<file path="src/rtl/universal_shift_reg_pkg.sv">
// rtl/universal_shift_reg_pkg.sv - mode encoding shared by the universal shift register
package universal_shift_reg_pkg;

  localparam int MODE_W = 3;

  typedef enum logic [MODE_W-1:0] {
    USR_HOLD = 3'b000,
    USR_SHR  = 3'b001,
    USR_SHL  = 3'b010,
    USR_LOAD = 3'b011,
    USR_ROR  = 3'b100,
    USR_ROL  = 3'b101,
    USR_ASR  = 3'b110,
    USR_INV  = 3'b111
  } usr_mode_e;

endpackage

</file>
<file path="src/rtl/universal_shift_reg_next.sv">
// rtl/universal_shift_reg_next.sv - next-value logic for the universal shift register
module universal_shift_reg_next
  import universal_shift_reg_pkg::*;
#(
  parameter int WIDTH = 4
) (
  input  logic [WIDTH-1:0]  i_cur,
  input  logic [MODE_W-1:0] i_mode,
  input  logic [WIDTH-1:0]  i_load,
  input  logic              i_sr_fill,
  input  logic              i_sl_fill,
  output logic [WIDTH-1:0]  o_next
);

  always_comb begin
    o_next = i_cur;
    case (usr_mode_e'(i_mode))
      USR_HOLD: o_next = i_cur;
      USR_SHR:  o_next = {i_sr_fill, i_cur[WIDTH-1:1]};
      USR_SHL:  o_next = {i_cur[WIDTH-2:0], i_sl_fill};
      USR_LOAD: o_next = i_load;
      USR_ROR:  o_next = {i_cur[0], i_cur[WIDTH-1:1]};
      USR_ROL:  o_next = {i_cur[WIDTH-2:0], i_cur[WIDTH-1]};
      USR_ASR:  o_next = {i_cur[WIDTH-1], i_cur[WIDTH-1:1]};
      USR_INV:  o_next = ~i_cur;
      default:  o_next = i_cur;
    endcase
  end

endmodule

</file>
<file path="src/rtl/universal_shift_register.sv">
// rtl/universal_shift_register.sv - register with asynchronous clear and selectable shift/rotate/load
// USR_SERIAL_IN_EN adds the sr_in/sl_in serial fill inputs; otherwise fills are zero.
module universal_shift_register
  import universal_shift_reg_pkg::*;
#(
  parameter int WIDTH = 4
) (
  input  logic              clk,
  input  logic              clear,
  input  logic [MODE_W-1:0] S,
  input  logic [WIDTH-1:0]  I,
`ifdef USR_SERIAL_IN_EN
  input  logic              sr_in,
  input  logic              sl_in,
`endif
  output logic [WIDTH-1:0]  O
);

  logic [WIDTH-1:0] r_q;
  logic [WIDTH-1:0] w_next;
  logic             w_sr_fill;
  logic             w_sl_fill;

`ifdef USR_SERIAL_IN_EN
  assign w_sr_fill = sr_in;
  assign w_sl_fill = sl_in;
`else
  assign w_sr_fill = 1'b0;
  assign w_sl_fill = 1'b0;
`endif

  universal_shift_reg_next #(
    .WIDTH(WIDTH)
  ) u_next (
    .i_cur     (r_q),
    .i_mode    (S),
    .i_load    (I),
    .i_sr_fill (w_sr_fill),
    .i_sl_fill (w_sl_fill),
    .o_next    (w_next)
  );

  always_ff @(posedge clk or negedge clear) begin
    if (!clear) r_q <= '0;
    else        r_q <= w_next;
  end

  assign O = r_q;

endmodule

</file>
<file path="config.mk">
export PLATFORM = sky130hd
export DESIGN_NAME = universal_shift_register
export DESIGN_NICKNAME = d
export VERILOG_FILES = /design/src/rtl/universal_shift_reg_pkg.sv /design/src/rtl/universal_shift_reg_next.sv /design/src/rtl/universal_shift_register.sv
export SDC_FILE = /design/constraint.sdc
export NUM_CORES = 1
export LEC_CHECK = 0
export ABC_AREA = 1
export BUFFER_PORTS_ARGS = -buffer_cell sky130_fd_sc_hd__buf_2
export CAP_MARGIN = 20
export CORE_AREA = 5 5 42 44
export DETAILED_ROUTE_END_ITERATION = 12
export DIE_AREA = 0 0 47 49
export PLACE_DENSITY = 0.51
export SKIP_LAST_GASP = 1
export SLEW_MARGIN = 15
export SYNTH_ARGS = -nofsm -noshare
export SYNTH_HDL_FRONTEND = slang
export SYNTH_SLANG_ARGS = --single-unit
</file>
<file path="constraint.sdc">
create_clock -name clk -period 0.86 [get_ports clk]
set_input_delay 0.215 -clock clk [delete_from_list [all_inputs] [get_ports clk]]
set_output_delay 0.215 -clock clk [all_outputs]
set_load 0.1 [all_outputs]
</file>
==> flow_metrics.py <==
metrics = {
    "floorplanning": {
        "coreArea_sq_um": 1400,
        "die_y_um": 49,
        "ios": 13,
        "dieArea_sq_um": 2300,
        "die_w_um": 47,
        "num_rows": 14,
        "start_util_pct": 29.8,
    },
    "synth": {
        "netlist_top_cells_area": "dfrtp_1 24%, nand2_1 11%, nand3_1 9.6%, inv_1 9.0%, nor2_1 8.1%",
        "netlist.area_leader.share_pct": 24.0,
        "ys_types": 19,
        "synth_area_sq_um": 418,
        "yosysSeqAreaShare_pct": 24.0,
        "ys_ff_latch": 4,
        "synth_flop_cell": "dfrtp_1",
        "synth-edff-count": 0,
        "yosysTopAreaCell": "dfrtp_1",
        "syn_nets": 70,
        "synth_cells": 61,
        "postSynthAreaPerCell_sq_um": 6.85,
        "synth_warnings": 0,
        "async_reset_ff_share_pct": 100,
    },
    "worst_setup_path": {
        "cp.buffers_inverters": 1,
        "worst_setup_path_start_kind": "flop",
        "cp_cell_sequence": "buf_12",
        "critical_path_class": "reg -> out",
        "timing.rr.start": "O[3]$_DFFE_PN0P_",
        "worstPathMaxFanout": 2,
        "max_stage_delay_ns": 0.49,
        "cp_slowest_cell": "dfrtp_4",
        "crit_arrival_ns": 0.90,
        "crit_path_end_kind": "output port",
        "cp_top_family": "flip-flops",
        "critPathLaunch": "O[3]$_DFFE_PN0P_",
        "cp.required_ns": 0.64,
    },
    "timing": {
        "hold_viol_final": 0,
        "setup_viol": 8,
        "finalMaxSlewViolations": 0,
        "fin_crit_sh_pct": 130,
        "whs_ns": 0.316,
        "max_freq_ghz": 0.894,
        "fin_crit_ns": 1.12,
        "fin_skew_ns": 0.000509,
        "tightest_slew_ns": 0.177,
        "rsz0062_at_grt": "true",
        "fin_ws_ns": -0.258,
        "timing.slew.headroom_pct": 88.2,
    },
    "status": {
        "status": "finished with violations",
        "violations": "setup timing",
    },
    "cts": {
        "clkTransAtPathRegs_ns": 0.04,
        "cts-root-buf": "clkbuf_4",
        "clk_latency_ns": 0.24,
        "cts_max_path_buffers": 2,
        "htreeDepth": 1,
        "cts_tree": "done",
        "cts_made_buffers": 3,
        "cts_sinks": 4,
    },
    "detailed_routing": {
        "via_count": 449,
        "drc": 0,
        "first_iter_violations": 6,
        "finalWirelength_mm": 1.06,
        "first_pass_iters": 2,
        "ant_nets": 0,
        "vias_per_cell": 4.49,
        "post_drt_wl_per_cell_um": 10.6,
    },
    "cells_and_area": {
        "areaGrowthSynthToFinish_pct": 62.9,
        "multi_input_area_sq_um": 262,
        "largest_register_ffs": 4,
        "seq_area_sq_um": 115,
        "n_fill_cell": 152,
        "post-route-util_pct": 48.6,
        "diodes": 0,
        "drive_gt1_share_pct": 48.8,
        "design_area_sq_um": 681,
        "layout.nets": 95,
    },
    "pwr": {
        "internal_power_uw": 728,
        "power_frac_seq_pct": 22.9,
        "p_clk_share_pct": 17.6,
        "p_per_area_nw_per_um2": 1970,
        "peakVddDrop_mv": 1.45,
        "switchingPower_uw": 610,
        "power.total_mw": 1.34,
        "sw_frac_of_total_pct": 45.6,
        "p_leak_nw": 0.366,
        "p_comb_share_pct": 59.4,
    },
    "global_routing": {
        "antenna_found_initial": 0,
        "grt_pass1_wl_mm": 1.86,
        "overflow": 0,
        "grt_start_max_net_pins": 9,
        "track_usage_pct": 11.1,
        "grt_pass1_vias": 442,
    },
    "min_path": {
        "hold_class": "in -> async",
    },
    "place": {
        "dp.final_hpwl_um": 814,
        "portBuffers": 12,
        "gp_congestion": 0.790,
        "placed_cell_area_sq_um": 606,
    },
    "run": {
        "max_cap_viol_count": 0,
    },
}
-- metal layers --
layer | global-route usage (%) | wire length [um] | vias to the layer above
met5 | 0 | 0 | -
li1 | - | - | 240
met3 | 7.01 | 58 | 0
met4 | 1.38 | 0 | 0
met1 | 14.1 | 480 | 201
met2 | 16.1 | 520 | 8
-- cell type report --
cell class                      instances  area share, %
Inverter                               11           6.43
Sequential cell                         4           16.9
Clock buffer                            3           3.31
Timing Repair Buffer                   22           32.0
Tap cell                               16           2.94
Multi-Input combinational cell         44           38.4
-- repair_timing --
item                                    CTS  global route
endpoints found under the setup margin    8             8
buffers inserted                          4             0
hold buffers                              1             0
endpoints found under the hold margin     4             0
pin swaps                                 3             3
gates resized for setup                   3             0
-- power groups by stage --
stage                     Clock, mW  Combinational [mW]  Sequential [mW]
after global routing          0.275               0.840            0.313
after floorplan                   0               0.158            0.598
after CTS                     0.245               0.801            0.305
after detailed placement          0               0.684            0.338
final                         0.236               0.795            0.307
after global placement            0               0.685            0.339
-- final timing paths --
check / end / slack, ns / cells past startpoint
max: O[3] / -0.26 / 1
min reg2reg: O[0]$_DFFE_PN0P_ / 0.68 / 3
max in group asynchronous: O[3]$_DFFE_PN0P_ / 0.40 / 2
max reg2reg: O[2]$_DFFE_PN0P_ / -0.21 / 7
min: O[2]$_DFFE_PN0P_ / 0.32 / 2
min in group clk: O[3]$_DFFE_PN0P_ / 0.37 / 5
-- placed cells by master, fill, tap and decap left out --
cell           synthesis  layout
nand2_1               12      12
inv_1                 10       9
nor2_1                 9       8
buf_2                  0       8
nand3_1                8       6
buf_4                  0       6
buf_12                 0       5
dfrtp_4                0       4
nand4_1                4       4
nand3_2                1       3
clkbuf_4               0       3
nand2_4                2       2
buf_6                  1       2
inv_4                  1       1
nor2_4                 1       1
nand3b_4               1       1
nand2_2                1       1
or2_1                  1       1
inv_2                  0       1
nor2_2                 0       1
nor3_2                 1       1
nor3_1                 1       1
o21ai_1                1       1
or2_4                  1       1
dlygate4sd3_1          0       1
-- stage by stage --
| step | std cells | setup TNS (ns) | setup WS, ns |
|---|---|---|---|
| floorplan | 61 | -0.767 | -0.208 |
| global placement | 92 | -0.671 | -0.174 |
| detailed placement | 92 | -0.678 | -0.179 |
| CTS | 100 | -1.74 | -0.261 |
| global route | 100 | -2.11 | -0.286 |
| finish | 100 | -1.73 | -0.258 |
-- synth_stat cells, types with 2 or more instances --
| cell | instances |
|---|---|
| nand2_1 | 12 |
| inv_1 | 10 |
| nor2_1 | 9 |
| nand3_1 | 8 |
| dfrtp_1 | 4 |
| nand4_1 | 4 |
| nand2_4 | 2 |
-- kinds of logic (layout without fill, tap and decap cells) --
family	after synthesis	after routing	synth area share [%]
and+or+nand+nor	43	43	58.4
buffers and inverters	13	36	16.5
DFF	4	4	24.0
AOI/OAI and AO/OA	1	1	1.20
(Power assumes the default switching activity.)
